File: src/rtl/dcache_assoc_if.sv
// dcache_assoc_if: core load/store port and memory-controller port of dcache_assoc.
interface dcache_assoc_if #(
   parameter int ADDRBITS = 32,
   parameter int DATABITS = 32
) ();
   logic [ADDRBITS-1:0] dcache_addr;
   logic [DATABITS-1:0] dcache_datain;
   logic dcache_rdreq;
   logic dcache_wrreq;
   logic [1:0] dcache_wordlen;
   logic dcache_flush;
   logic [DATABITS-1:0] dcache_dataout;
   logic dcache_valid;
   logic dcache_misalign;
   logic dcache_busy;
   logic [ADDRBITS-1:0] mem_addr;
   logic [DATABITS-1:0] mem_in;
   logic mem_rdreq;
   logic mem_wrreq;
   logic [DATABITS-1:0] mem_out;
   logic mem_valid;
   modport slave (
      input dcache_addr, dcache_datain, dcache_rdreq, dcache_wrreq, dcache_wordlen, dcache_flush,
      input mem_out, mem_valid,
      output dcache_dataout, dcache_valid, dcache_misalign, dcache_busy,
      output mem_addr, mem_in, mem_rdreq, mem_wrreq
   );
   modport master (
      output dcache_addr, dcache_datain, dcache_rdreq, dcache_wrreq, dcache_wordlen, dcache_flush,
      output mem_out, mem_valid,
      input dcache_dataout, dcache_valid, dcache_misalign, dcache_busy,
      input mem_addr, mem_in, mem_rdreq, mem_wrreq
   );
endinterface

File: src/rtl/dcache_assoc.sv
// dcache_assoc: fully associative write-back, write-allocate data cache with TTL-based
// victim selection, misalignment rejection and whole-cache flush.
module dcache_assoc #(
   parameter int ADDRBITS = 32,
   parameter int DATABITS = 32,
   parameter int LINENUM  = 4,
   parameter int TTLBITS  = 8
) (
   input logic clk,
   input logic reset_n,
   dcache_assoc_if.slave bus_io
);
   localparam int TW = ADDRBITS - 2;
   localparam int IW = $clog2(LINENUM);
   localparam logic [2:0] IDLE = 3'd0, HIT = 3'd1, WB = 3'd2, FILL = 3'd3, RESP = 3'd4, FLUSH = 3'd5;

   logic [2:0] state_q, state_d;
   logic [LINENUM-1:0] valid_q, valid_d, dirty_q, dirty_d;
   logic [TW-1:0] tag_q [LINENUM];
   logic [TW-1:0] tag_d [LINENUM];
   logic [DATABITS-1:0] data_q [LINENUM];
   logic [DATABITS-1:0] data_d [LINENUM];
   logic [TTLBITS-1:0] ttl_q [LINENUM];
   logic [TTLBITS-1:0] ttl_d [LINENUM];
   // victim line during a miss, scan pointer during a flush
   logic [IW-1:0] idx_q, idx_d;
   logic rsp_valid_q, rsp_valid_d, rsp_mis_q, rsp_mis_d;
   logic [DATABITS-1:0] rsp_data_q, rsp_data_d;

   logic [TW-1:0] req_tag;
   logic [1:0] off;
   logic [3:0] be;
   logic [DATABITS-1:0] mask, wdata;
   logic hit, do_acc, rdreq, wrreq;
   logic [IW-1:0] hit_idx, vic_idx, acc;

   assign req_tag = bus_io.dcache_addr[ADDRBITS-1:2];
   assign off = bus_io.dcache_addr[1:0];
   assign be = bus_io.dcache_wordlen == 2'd0 ? 4'b0001 << off :
               bus_io.dcache_wordlen == 2'd1 && !off[0] ? (off[1] ? 4'b1100 : 4'b0011) :
               bus_io.dcache_wordlen == 2'd2 && off == 2'd0 ? 4'b1111 : 4'b0000;
   assign mask = {{8{be[3]}}, {8{be[2]}}, {8{be[1]}}, {8{be[0]}}};
   assign wdata = bus_io.dcache_datain << {off, 3'b000};
   assign acc = state_q == RESP ? idx_q : hit_idx;

   always_comb begin
      hit = 1'b0;
      hit_idx = '0;
      vic_idx = '0;
      for (int i = LINENUM - 1; i >= 0; i--)
         if (valid_q[i] && tag_q[i] == req_tag) begin
            hit = 1'b1;
            hit_idx = IW'(i);
         end
      // oldest line wins, strict compare keeps the lowest index on ties; any invalid line overrides
      for (int i = 1; i < LINENUM; i++)
         if (ttl_q[i] > ttl_q[vic_idx]) vic_idx = IW'(i);
      for (int i = LINENUM - 1; i >= 0; i--)
         if (!valid_q[i]) vic_idx = IW'(i);
   end

   always_comb begin
      state_d = state_q;
      valid_d = valid_q;
      dirty_d = dirty_q;
      tag_d = tag_q;
      data_d = data_q;
      ttl_d = ttl_q;
      idx_d = idx_q;
      rsp_valid_d = 1'b0;
      rsp_mis_d = 1'b0;
      rsp_data_d = '0;
      do_acc = 1'b0;
      case (state_q)
         IDLE:
            if (bus_io.dcache_flush) begin
               state_d = FLUSH;
               idx_d = '0;
            end else if (bus_io.dcache_wrreq || bus_io.dcache_rdreq) begin
               if (be == 4'b0000) begin
                  rsp_valid_d = 1'b1;
                  rsp_mis_d = 1'b1;
                  state_d = HIT;
               end else if (hit) begin
                  do_acc = 1'b1;
                  state_d = HIT;
               end else begin
                  idx_d = vic_idx;
                  state_d = valid_q[vic_idx] && dirty_q[vic_idx] ? WB : FILL;
               end
            end
         HIT: state_d = IDLE;
         WB: if (bus_io.mem_valid) state_d = FILL;
         FILL:
            if (bus_io.mem_valid) begin
               data_d[idx_q] = bus_io.mem_out;
               tag_d[idx_q] = req_tag;
               valid_d[idx_q] = 1'b1;
               dirty_d[idx_q] = 1'b0;
               state_d = RESP;
            end
         RESP: begin
            do_acc = 1'b1;
            state_d = HIT;
         end
         FLUSH:
            if (!(valid_q[idx_q] && dirty_q[idx_q]) || bus_io.mem_valid) begin
               valid_d[idx_q] = 1'b0;
               dirty_d[idx_q] = 1'b0;
               tag_d[idx_q] = '0;
               data_d[idx_q] = '0;
               ttl_d[idx_q] = '0;
               rsp_valid_d = idx_q == IW'(LINENUM - 1);
               state_d = idx_q == IW'(LINENUM - 1) ? HIT : FLUSH;
               idx_d = idx_q + 1'b1;
            end
         default: state_d = IDLE;
      endcase
      if (do_acc) begin
         for (int j = 0; j < LINENUM; j++)
            ttl_d[j] = IW'(j) == acc ? '0 : valid_q[j] && ttl_q[j] != '1 ? ttl_q[j] + 1'b1 : ttl_q[j];
         rsp_valid_d = 1'b1;
         rsp_data_d = bus_io.dcache_wrreq ? '0 : (data_q[acc] & mask) >> {off, 3'b000};
         if (bus_io.dcache_wrreq) begin
            data_d[acc] = (data_q[acc] & ~mask) | (wdata & mask);
            dirty_d[acc] = 1'b1;
         end
      end
   end

   always_ff @(posedge clk or negedge reset_n)
      if (!reset_n) begin
         state_q <= IDLE;
         valid_q <= '0;
         dirty_q <= '0;
         tag_q <= '{default: '0};
         data_q <= '{default: '0};
         ttl_q <= '{default: '0};
         idx_q <= '0;
         rsp_valid_q <= 1'b0;
         rsp_mis_q <= 1'b0;
         rsp_data_q <= '0;
      end else begin
         state_q <= state_d;
         valid_q <= valid_d;
         dirty_q <= dirty_d;
         tag_q <= tag_d;
         data_q <= data_d;
         ttl_q <= ttl_d;
         idx_q <= idx_d;
         rsp_valid_q <= rsp_valid_d;
         rsp_mis_q <= rsp_mis_d;
         rsp_data_q <= rsp_data_d;
      end

   assign rdreq = state_q == FILL;
   assign wrreq = state_q == WB || (state_q == FLUSH && valid_q[idx_q] && dirty_q[idx_q]);
   assign bus_io.mem_rdreq = rdreq;
   assign bus_io.mem_wrreq = wrreq;
   assign bus_io.mem_addr = rdreq ? {req_tag, 2'b00} : wrreq ? {tag_q[idx_q], 2'b00} : '0;
   assign bus_io.mem_in = wrreq ? data_q[idx_q] : '0;
   assign bus_io.dcache_valid = rsp_valid_q;
   assign bus_io.dcache_misalign = rsp_mis_q;
   assign bus_io.dcache_dataout = rsp_data_q;
   assign bus_io.dcache_busy = state_q != IDLE;
endmodule
File: src/flat_wrapper.sv
// flat-port wrapper written by rule: the top's interface ports become plain ports
module dcache_assoc_flat 
#(
   parameter int ADDRBITS = 32,
   parameter int DATABITS = 32,
   parameter int LINENUM  = 4,
   parameter int TTLBITS  = 8
)
  (clk, reset_n, bus_io_dcache_addr, bus_io_dcache_datain, bus_io_dcache_rdreq, bus_io_dcache_wrreq, bus_io_dcache_wordlen, bus_io_dcache_flush, bus_io_mem_out, bus_io_mem_valid, bus_io_dcache_dataout, bus_io_dcache_valid, bus_io_dcache_misalign, bus_io_dcache_busy, bus_io_mem_addr, bus_io_mem_in, bus_io_mem_rdreq, bus_io_mem_wrreq);
  dcache_assoc_if #(.ADDRBITS(ADDRBITS), .DATABITS(DATABITS)) bus_io_i ();
  input logic clk;
  input logic reset_n;
  input wire logic [$bits(bus_io_i.dcache_addr)-1:0] bus_io_dcache_addr;
  input wire logic [$bits(bus_io_i.dcache_datain)-1:0] bus_io_dcache_datain;
  input wire logic [$bits(bus_io_i.dcache_rdreq)-1:0] bus_io_dcache_rdreq;
  input wire logic [$bits(bus_io_i.dcache_wrreq)-1:0] bus_io_dcache_wrreq;
  input wire logic [$bits(bus_io_i.dcache_wordlen)-1:0] bus_io_dcache_wordlen;
  input wire logic [$bits(bus_io_i.dcache_flush)-1:0] bus_io_dcache_flush;
  input wire logic [$bits(bus_io_i.mem_out)-1:0] bus_io_mem_out;
  input wire logic [$bits(bus_io_i.mem_valid)-1:0] bus_io_mem_valid;
  output wire logic [$bits(bus_io_i.dcache_dataout)-1:0] bus_io_dcache_dataout;
  output wire logic [$bits(bus_io_i.dcache_valid)-1:0] bus_io_dcache_valid;
  output wire logic [$bits(bus_io_i.dcache_misalign)-1:0] bus_io_dcache_misalign;
  output wire logic [$bits(bus_io_i.dcache_busy)-1:0] bus_io_dcache_busy;
  output wire logic [$bits(bus_io_i.mem_addr)-1:0] bus_io_mem_addr;
  output wire logic [$bits(bus_io_i.mem_in)-1:0] bus_io_mem_in;
  output wire logic [$bits(bus_io_i.mem_rdreq)-1:0] bus_io_mem_rdreq;
  output wire logic [$bits(bus_io_i.mem_wrreq)-1:0] bus_io_mem_wrreq;
  assign bus_io_i.dcache_addr = bus_io_dcache_addr;
  assign bus_io_i.dcache_datain = bus_io_dcache_datain;
  assign bus_io_i.dcache_rdreq = bus_io_dcache_rdreq;
  assign bus_io_i.dcache_wrreq = bus_io_dcache_wrreq;
  assign bus_io_i.dcache_wordlen = bus_io_dcache_wordlen;
  assign bus_io_i.dcache_flush = bus_io_dcache_flush;
  assign bus_io_i.mem_out = bus_io_mem_out;
  assign bus_io_i.mem_valid = bus_io_mem_valid;
  assign bus_io_dcache_dataout = bus_io_i.dcache_dataout;
  assign bus_io_dcache_valid = bus_io_i.dcache_valid;
  assign bus_io_dcache_misalign = bus_io_i.dcache_misalign;
  assign bus_io_dcache_busy = bus_io_i.dcache_busy;
  assign bus_io_mem_addr = bus_io_i.mem_addr;
  assign bus_io_mem_in = bus_io_i.mem_in;
  assign bus_io_mem_rdreq = bus_io_i.mem_rdreq;
  assign bus_io_mem_wrreq = bus_io_i.mem_wrreq;
  dcache_assoc #(.ADDRBITS(ADDRBITS), .DATABITS(DATABITS), .LINENUM(LINENUM), .TTLBITS(TTLBITS)) u_core (.clk(clk), .reset_n(reset_n), .bus_io(bus_io_i));
endmodule
File: config.mk
export PLATFORM = sky130hd
export DESIGN_NAME = dcache_assoc_flat
export DESIGN_NICKNAME = d
export VERILOG_FILES = /design/src/rtl/dcache_assoc_if.sv /design/src/rtl/dcache_assoc.sv /design/src/flat_wrapper.sv
export SDC_FILE = /design/constraint.sdc
export NUM_CORES = 1
export LEC_CHECK = 0
export CAP_MARGIN = 0
export CORE_ASPECT_RATIO = 1.2
export CORE_MARGIN = 10
export CORE_UTILIZATION = 45
export CTS_CLUSTER_SIZE = 8
export DETAILED_ROUTE_END_ITERATION = 8
export PLACE_DENSITY = 0.65
export SLEW_MARGIN = 20
export SYNTH_ARGS = -nofsm -noshare
export SYNTH_HDL_FRONTEND = slang
export SYNTH_SLANG_ARGS = --single-unit
File: constraint.sdc
create_clock -name clk -period 6.77 [get_ports clk]
set_input_delay 1.6925 -clock clk [delete_from_list [all_inputs] [get_ports clk]]
set_output_delay 1.6925 -clock clk [all_outputs]
set_load 0.05 [all_outputs]
## After elaboration in Yosys (flattened, before gate mapping)

Index checks and enable logic that the tools add are counted.

- Output and inout port bits: 101
- Logic and storage cells: 247
- Bits in registers: 327
- Input port bits: 104

- Reduce and logical (&&, ||, !) cells: 40
- Equality and inequality tests: 28
- Muxes and demuxes: 118
- $add $sub $neg: 5
- $lt $le $gt $ge: 14
- Bitwise operators: 20
- Shifts and indexed selects: 3

Operators with widths:

| operator | count |
|---|---|
| 128-bit two-way mux | 4 |
| 32-bit two-way mux | 14 |
| 128-bit bitwise mux | 2 |
| 128-bit one-hot mux with 2 select lines | 1 |
| 120-bit two-way mux | 2 |
| 120-bit one-hot mux with 2 select lines | 1 |
| 128-bit AND | 1 |
| 32-bit AND | 4 |
| 32-bit binary-select mux with 2-bit select | 2 |
| 32-bit demux with 2-bit select | 2 |
| 128-bit inverter | 1 |
| 120-bit AND | 1 |
| 120-bit bitwise mux | 1 |
| 30-bit == test | 4 |
| 120-bit inverter | 1 |
| 8-bit two-way mux | 13 |
| 30-bit two-way mux | 3 |
| 32-bit inverter | 2 |
| 30-bit binary-select mux with 2-bit select | 1 |
| 30-bit demux with 2-bit select | 1 |
| 4-bit two-way mux | 10 |
| 8-bit by 1-bit adder with 8-bit output (second input constant) | 4 |
| 8-bit binary-select mux with 2-bit select | 2 |
| 2-bit two-way mux | 16 |
| 46 further kinds | 135 |

## Depth between registers and ports, before layout

Gate-level depths: netlist of run 1.

- Depth after elaboration: 27
- Mapped depth: 31
- Mapped depth without buffers: 29

## Worst setup path before layout of run 1

No wires, ideal clock.

- Path type: reg2reg
- From: register u_core.ttl_q[29] (netlist name)
- To: register u_core.idx_q[0]
- Buffers on the path: 2
- Setup slack: 1.452 ns
- Data required time: 6.645 ns
- Arrival: 5.194 ns
- Setup time: 0.125 ns
- Clock period less this slack: 5.318 ns
- Cell stages (with the launch flop): 30
- Cells stage by stage: dfrtp_1 > inv_1 > ha_1 > a21o_1 > a21o_1 > a21oi_1 > o21ai_0 > nand2_1 > clkbuf_1 > mux2i_1 > ha_1 > nor2b_1 > o21a_1 > o21a_1 > o21a_1 > o21bai_1 > a21oi_1 > buf_1 > mux2_2 > ha_1 > nor2b_1 > o21a_1 > o21a_1 > o21ai_0 > nand3b_1 > a21oi_1 > o21ai_0 > a21oi_1 > o22ai_1 > mux2_2

- Longest elaborated chain between the ends: 23

Ends and longest elaborated chain:

| element | line | text |
|---|---|---|
| start, declared | dcache_assoc.sv:23 | `logic [TTLBITS-1:0] ttl_q [LINENUM];` |
| start signal, assigned | dcache_assoc.sv:149 | `ttl_q <= ttl_d;` |
| 8-bit > comparator | dcache_assoc.sv:57 | `if (ttl_q[i] > ttl_q[vic_idx]) vic_idx = IW'(i);` |
| 1-bit two-way mux | dcache_assoc.sv:57 |  |
| 1-bit inverter with 3-bit output (not written as such) | dcache_assoc.sv:57 |  |
| 8-bit binary-select mux with 2-bit select | dcache_assoc.sv:57 |  |
| 8-bit two-way mux (not written as such) (2 in a row) | dcache_assoc.sv:57 |  |
| 8-bit > comparator | dcache_assoc.sv:57 |  |
| 2-bit two-way mux | dcache_assoc.sv:57 |  |
| 2-bit inverter with 3-bit output (not written as such) | dcache_assoc.sv:57 |  |
| (+3 left out) | - |  |
| 8-bit > comparator | dcache_assoc.sv:57 |  |
| 2-bit two-way mux * | dcache_assoc.sv:57 |  |
| 2-bit two-way mux * (4 in a row) | dcache_assoc.sv:59 | `if (!valid_q[i]) vic_idx = IW'(i);` |
| 2-bit two-way mux * | dcache_assoc.sv:84 | `end else if (hit) begin` |
| 2-bit two-way mux * | dcache_assoc.sv:80 | `if (be == 4'b0000) begin` |
| 2-bit two-way mux * | dcache_assoc.sv:79 | `end else if (bus_io.dcache_wrreq \|\| bus_io.dcache_rdreq) begin` |
| 2-bit two-way mux * | dcache_assoc.sv:76 | `if (bus_io.dcache_flush) begin` |
| 2-bit one-hot mux with 2 select lines * | dcache_assoc.sv:74 | `case (state_q)` |
| end signal, assigned | dcache_assoc.sv:150 | `idx_q <= idx_d;` |
| end, declared | dcache_assoc.sv:26 | `logic [IW-1:0] idx_q, idx_d;` |

Every way passes the cells marked *; elsewhere a longest branch is shown, timed or not. The select of a mux whose other input is x is not followed.
A chain may end at the register's enable or synchronous reset.

## Final worst setup path of run 1

- From: register u_core.ttl_q[29] (netlist name)
- To: register u_core.state_q[0]

- Longest elaborated chain between the ends: 27
- Elaborated cells between the ends (all ways): 29
- Those cells by class: 3 x order compare; 23 x mux; 2 x bitwise; 1 x reduce/logical

Ends and longest elaborated chain:

| element | line | text |
|---|---|---|
| 8-bit > comparator | dcache_assoc.sv:57 |  |
| 1-bit two-way mux | dcache_assoc.sv:57 |  |
| 1-bit inverter with 3-bit output (not written as such) | dcache_assoc.sv:57 |  |
| 8-bit binary-select mux with 2-bit select | dcache_assoc.sv:57 |  |
| 8-bit two-way mux (not written as such) (2 in a row) | dcache_assoc.sv:57 |  |
| 8-bit > comparator | dcache_assoc.sv:57 |  |
| 2-bit two-way mux | dcache_assoc.sv:57 |  |
| 2-bit inverter with 3-bit output (not written as such) | dcache_assoc.sv:57 |  |
| (+10 left out) | - |  |
| 1-bit two-way mux (not written as such) | dcache_assoc.sv:89 | `state_d = valid_q[vic_idx] && dirty_q[vic_idx] ? WB : FILL;` |
| 1-bit logical AND * | dcache_assoc.sv:89 |  |
| 1-bit two-way mux * | dcache_assoc.sv:89 |  |
| 3-bit two-way mux * | dcache_assoc.sv:84 |  |
| 3-bit two-way mux * | dcache_assoc.sv:80 |  |
| 3-bit two-way mux * | dcache_assoc.sv:79 |  |
| 3-bit two-way mux * | dcache_assoc.sv:76 |  |
| 3-bit one-hot mux with 5 select lines * | dcache_assoc.sv:74 |  |
| end signal, assigned | dcache_assoc.sv:144 | `state_q <= state_d;` |
| end, declared | dcache_assoc.sv:17 | `logic [2:0] state_q, state_d;` |

Marks and branches as above.

==> results.py, run 1 <==
metrics = {
    "global_routing": {
        "antenna_found_initial": 3,
        "met2_usage_pct": 42.1,
        "met1_usage_pct": 31.6,
        "grt_util_met3_pct": 5.72,
        "first_global_vias": 18100,
        "grt_max_degree": 122,
        "busiest_layer": "met2",
        "grt_usage_pct": 26.1,
        "grt_pass1_wl_mm": 112,
        "overflow": 0,
    },
    "drt": {
        "drt_iter0_markers": 1651,
        "ant_nets": 0,
        "wire_per_inst_um": 26.0,
        "post-route-drc-count": 0,
        "vias": 17900,
        "finalWirelength_mm": 73.1,
        "drt_first_pass_iters": 6,
        "viasPerCell": 6.37,
    },
    "yosys": {
        "synth_edf_count": 0,
        "ys_ff_latch": 327,
        "syn_area_per_cell_um2": 9.82,
        "synth_area_leader_cell": "dfrtp_1",
        "netlist_instances": 2102,
        "ys_warn_count": 0,
        "synthTopCellsByArea": "dfrtp_1, mux4_2, mux2i_1",
        "syn-cell-area_mm2": 0.0206,
        "synth_flop_cell": "dfrtp_1",
        "netlist.area_leader.share_pct": 39.7,
        "synthArstFlopShare_pct": 100,
        "synth_seq_area_share_pct": 39.7,
        "ys_types": 73,
    },
    "layout": {
        "final_common_cell": "dfrtp_1",
        "area_growth_pct": 17.2,
        "drive_gt1_share_pct": 12.7,
        "final-seq-area_mm2": 0.00819,
        "final_nets": 2333,
        "nFillCells": 4019,
        "fin_util_pct": 53.7,
        "multi_input_area_mm2": 0.0114,
        "final_cell_mix": "dfrtp_1, nand2_1, clkdlybuf4s50_1",
    },
    "placed_design": {
        "port-buffer-count": 202,
        "routabilityCongestion": 0.965,
        "dpl.hpwl_mm": 49.6,
    },
    "power": {
        "swShare_pct": 41.9,
        "p_switching_uw": 4040,
        "seqPwrFrac_pct": 34.0,
        "power_leakage_uw": 0.0101,
        "power_uw": 9620,
        "vdd_drop_max_mv": 0.242,
        "powerDensity_mw_per_mm2": 398,
        "pwr-share-comb_pct": 43.4,
        "internal_power_uw": 5590,
        "clkPwrFrac_pct": 22.6,
    },
    "floorplan": {
        "die-area_mm2": 0.0549,
        "num_rows": 85,
        "die-width_um": 215,
        "start_util_pct": 45.8,
        "die_h_um": 255,
        "fp.coreArea_mm2": 0.0451,
        "io_pins": 205,
    },
    "sta": {
        "post-route-period-util_pct": 88.7,
        "skew_ps": 33.9,
        "setup_tns_ps": 0,
        "slew_headroom_pct": 31.3,
        "timing.fmax_mhz": 167,
        "hold_viol": 0,
        "finalCriticalPeriod_ps": 6000,
        "worst_slew_pin_slew_ps": 1030,
        "rsz0062_at_grt": "false",
        "finalMaxSlewViolations": 0,
        "setup_violations": 0,
    },
    "worst_setup_path": {
        "cp_max_fo": 12,
        "endpoint_kind": "flip-flop",
        "critical_path_class": "flip-flop to flip-flop",
        "critPathLaunchType": "flip-flop",
        "critPathArrivalTime_ps": 6510,
        "r2r_start": "u_core.ttl_q[29]",
        "cp-startpoint": "u_core.ttl_q[29]",
        "worstPathRequired_ps": 7270,
    },
    "job": {
        "max-cap-violations": 0,
    },
    "clock_tree": {
        "cts_root_buffer": "clkbuf_16",
        "cts_buffers": 47,
        "cts-htree-levels": 2,
        "cts_setup_buffers": 0,
        "clk_pin_slew_ps": 50,
        "cts_hold_buf": 0,
        "ctsResizeCount": 0,
        "cts_sinks": 327,
        "clock_latency_ps": 600,
        "cts_tree": "built",
        "cts.path.max_buffers": 3,
    },
    "outcome": {
        "status": "completed",
    },
    "hold_path": {
        "worstHoldStart": "u_core.dirty_q[0]",
        "holdCritPathClass": "flip-flop to flip-flop",
    },
}
## power by group through the flow
stage | Clock, uW | Combinational [uW] | Sequential (uW)
2_1_floorplan | 0 | 3080 | 3000
6_report | 2170 | 4180 | 3270
3_3_place_gp | 0 | 4070 | 3240
4_1_cts | 2190 | 4160 | 3250
5_1_grt | 2270 | 4530 | 3340
3_5_place_dp | 0 | 4140 | 3270
## logic make-up after synthesis
kind of cell	share of synthesized area [%]
xor gates and xnor gates	5.05
DFF	39.7
and+or+nand+nor	12.8
buffers and inverters	5.35
other	0.0182
adders and majority gates	1.94
AOI/OAI and AO/OA	20.9
muxes	14.3
## state kept, by name, summed over array words and instances, names as in the netlist, 2 cells and up, named ones only
signal	count
u_core.data_q	128
u_core.tag_q	120
u_core.bus_io.dcache_dataout	32
u_core.ttl_q	32
u_core.dirty_q	4
u_core.state_q	3
u_core.idx_q	2
## layer usage
metal,part of all wire (%),vias to the layer above
met1,39,8919
met2,47,947
met4,5.4,4
met3,8.5,207
li1,-,7860
met5,0.027,-
## worst max-delay path, cell delays in order, from the launching register on
cell and delay (ps):
dfrtp_1 450, inv_1 70, ha_1 310, a21o_1 180, a21o_1 180, a21oi_1 140, o21ai_0 100, nand2_1 440
mux2i_1 190, ha_1 320, nor2b_1 130, o21a_1 120, o21a_1 100, o21a_1 110, o21bai_1 60, a21oi_1 660
mux2_2 420, ha_1 280, nor2b_1 130, o21a_1 160, o21a_1 150, o21ai_0 150, nand3b_1 110, a21oi_1 170
o21ai_0 170, mux2i_1 170, a31o_2 270, a31oi_1 180
## area by class of cell
class / instances / share of cell area [%]
inverter: 46 / 0.714
clock inverter: 4 / 0.248
timing repair buffer: 241 / 9.69
antenna: 2 / 0.0207
tap: 609 / 3.15
multi-input combinational: 1534 / 47.3
sequential: 327 / 33.9
clock buffer: 52 / 5.06
## final timing paths
check                      depth (start not counted)  slack (ps)                end
max                                               27         770  u_core.state_q[0]
min                                                2         500  u_core.dirty_q[0]
max reg2reg                                       27         770  u_core.state_q[0]
min reg2reg                                        2         500  u_core.dirty_q[0]
max in group asynchronous                          2        4430  u_core.data_q[36]
min in group asynchronous                          1        1130  u_core.tag_q[101]
## cells in the mapped netlist, types with 6 or more instances
cell      count
mux2_4        9
o31ai_1      13
o2bb2a_2      6
nor3_2        7
mux2i_1     107
o21a_1        7
mux4_2       62
buf_2        54
nand2b_1     11
o21ai_1      20
and2_1       38
nor2_1      126
a221oi_1     26
o21ai_2       8
and3_1       13
nand3_1      28
ha_1         32
xnor2_1      94
xor2_1       25
inv_1        45
a32o_1      105
o221ai_1      8
a22oi_1       6
nor4_1       14
o22ai_1      10
a221oi_2      6
nand4_1      28
buf_6         8
clkbuf_1     99
a21o_1        8
nand2_1     245
o21ai_0     180
mux2_2       24
nor3_1       14
nor2b_1      30
a21oi_2      24
a211oi_1     18
a21oi_1     103
buf_1        23
buf_4         9
dfrtp_1     327
a22o_1       31
## through the flow
stage	instance area (um2)	hold WS (ps)	instances	worst slack (ps)
after floorplan	20600	447	2103	1450
after global placement	22900	464	2757	910
after detailed placement	22900	469	2757	845
after CTS	24200	482	2813	816
after global routing	24200	500	2814	325
final	24200	497	2815	766
No activity file was read; power rests on OpenSTA's default activity.
==> run 2: changes to the inputs <==
--- a/config.mk
+++ b/config.mk
@@ -7,10 +7,11 @@
 export LEC_CHECK = 0
 export CAP_MARGIN = 0
 export CORE_ASPECT_RATIO = 1.2
-export CORE_MARGIN = 10
+export CORE_MARGIN = 1.5
 export CORE_UTILIZATION = 45
 export CTS_CLUSTER_SIZE = 8
 export DETAILED_ROUTE_END_ITERATION = 8
+export HOLD_SLACK_MARGIN = 0.06
 export PLACE_DENSITY = 0.65
 export SLEW_MARGIN = 20
 export SYNTH_ARGS = -nofsm -noshare
==> run 2 against run 1 <==
First-iteration DRC count fell by 6.3%. Clock skew fell by 4.3 ps. Combinational power barely moved. Total power fell by 0.35%. Flip-flop and latch count did not move. Non-clock buffer count rose by 5. Critical path depth did not move. Hold slack got worse by 7.4 ps. Largest power group unchanged.
==> results.py, run 2 (same netlist as run 1, synthesis figures left out) <==
metrics = {
    "outcome": {
        "status": "completed",
    },
    "sta": {
        "setup_violations": 0,
        "skew_ps": 29.6,
        "rsz0062_at_grt": "false",
        "finalMaxSlewViolations": 0,
        "slew_headroom_pct": 25.6,
        "hold_viol": 0,
        "worst_slew_pin_slew_ps": 1120,
        "timing.fmax_mhz": 164,
        "finalCriticalPeriod_ps": 6100,
        "setup_tns_ps": 0,
        "post-route-period-util_pct": 90.1,
    },
    "worst_setup_path": {
        "critical_path_class": "flip-flop to flip-flop",
        "critPathLaunchType": "flip-flop",
        "worstPathRequired_ps": 7220,
        "r2r_start": "u_core.ttl_q[29]",
        "critPathArrivalTime_ps": 6550,
        "cp-startpoint": "u_core.ttl_q[29]",
        "endpoint_kind": "flip-flop",
        "cp_max_fo": 12,
    },
    "floorplan": {
        "start_util_pct": 45.8,
        "num_rows": 85,
        "die-width_um": 198,
        "die_h_um": 238,
        "fp.coreArea_mm2": 0.0451,
        "io_pins": 205,
        "die-area_mm2": 0.0472,
    },
    "clock_tree": {
        "clk_pin_slew_ps": 50,
        "cts_hold_buf": 0,
        "cts_buffers": 47,
        "cts_tree": "built",
        "cts_setup_buffers": 0,
        "ctsResizeCount": 0,
        "cts_sinks": 327,
        "cts.path.max_buffers": 3,
        "cts_root_buffer": "clkbuf_16",
        "cts-htree-levels": 2,
        "clock_latency_ps": 590,
    },
    "drt": {
        "finalWirelength_mm": 70.6,
        "drt_iter0_markers": 1547,
        "vias": 17800,
        "ant_nets": 0,
        "wire_per_inst_um": 25.0,
        "post-route-drc-count": 0,
        "viasPerCell": 6.33,
        "drt_first_pass_iters": 6,
    },
    "placed_design": {
        "dpl.hpwl_mm": 47.8,
        "port-buffer-count": 202,
        "place_inst": 2762,
        "routabilityCongestion": 0.945,
    },
    "layout": {
        "largest_register_ffs": 128,
        "drive_gt1_share_pct": 12.7,
        "final_nets": 2338,
        "fin_cells": 2819,
        "reg.largest.list": "u_core.data_q (128), u_core.tag_q (120)",
        "final_cell_mix": "dfrtp_1, nand2_1, clkdlybuf4s50_1",
        "final_common_cell": "dfrtp_1",
        "area_growth_pct": 17.3,
        "max_flop_register": "u_core.data_q",
    },
    "global_routing": {
        "overflow": 0,
        "first_global_vias": 17900,
        "grt_pass1_wl_mm": 108,
        "grt_max_degree": 157,
        "grt_usage_pct": 30.0,
        "antenna_found_initial": 2,
    },
    "job": {
        "max-cap-violations": 0,
    },
    "power": {
        "power_leakage_uw": 0.0101,
        "powerDensity_mw_per_mm2": 396,
        "vdd_drop_max_mv": 0.196,
    },
    "hold_path": {
        "worstHoldStart": "u_core.dirty_q[0]",
        "holdCritPathClass": "flip-flop to flip-flop",
    },
}
==> run 2: layout make-up <==
type / count / area, um2
Timing Repair Buffer: 246 / 2390
Fill cell: 4088 / 20900
Antenna cell: 1 / 2.50
Clock buffer: 52 / 1190
Inverter: 46 / 173
Clock inverter: 4 / 63.8
Tap cell: 609 / 762
Sequential cell: 327 / 8190
Multi-Input combinational cell: 1534 / 11400
==> run 2: path summary, 6_finish.rpt <==
check / end / slack, ps / cells after the start
max in group asynchronous: u_core.data_q[85] / 4340 / 2
hold reg to reg: u_core.dirty_q[0] / 490 / 2
setup / recovery: u_core.idx_q[0] / 670 / 27
hold / removal: u_core.dirty_q[0] / 490 / 2
setup reg to reg: u_core.idx_q[0] / 670 / 27
min in group asynchronous: u_core.tag_q[101] / 1100 / 1
==> run 2: metrics by stage <==
stage	util (%)	power (uW)	worst slack (ps)	hold WS (ps)	area, um2
final	53.7	9590	672	489	24200
after floorplan	-	6080	1450	447	20600
after global routing	53.7	10100	278	531	24200
after detailed placement	50.9	7420	728	470	22900
after CTS	53.7	9570	690	483	24200
after global placement	50.9	7300	867	464	22900
==> run 2: worst max-delay path, cell delays in order (launching register included) <==
cell	delay (ps)
dfrtp_1	460
inv_1	70
ha_1	290
a21o_1	160
a21o_1	170
a21oi_1	140
o21ai_0	100
nand2_1	430
mux2i_1	210
ha_1	330
nor2b_1	130
o21a_1	130
o21a_1	110
o21a_1	100
o21bai_1	50
a21oi_1	680
mux2_2	420
ha_1	290
nor2b_1	140
o21a_1	170
o21a_1	170
o21ai_0	150
nand3b_1	100
a21oi_1	170
o21ai_0	190
a21oi_1	220
o22ai_1	80
mux2_2	310
==> run 2: report_power, final <==
part / switching [uW] / leakage [uW] / internal [uW]
Clock: 879 / 0.000612 / 1230
Sequential: 698 / 0.00435 / 2570
Combinational: 2450 / 0.00515 / 1760
Total: 4030 / 0.0101 / 5560
==> run 2: routing by layer <==
layer	part of all wire (%)	track usage [%]	vias up
met2	48	49.0	921
li1	-	-	7879
met3	7.9	5.31	218
met1	38	37.2	8818
met5	0.020	0	-
met4	5.6	17.1	2
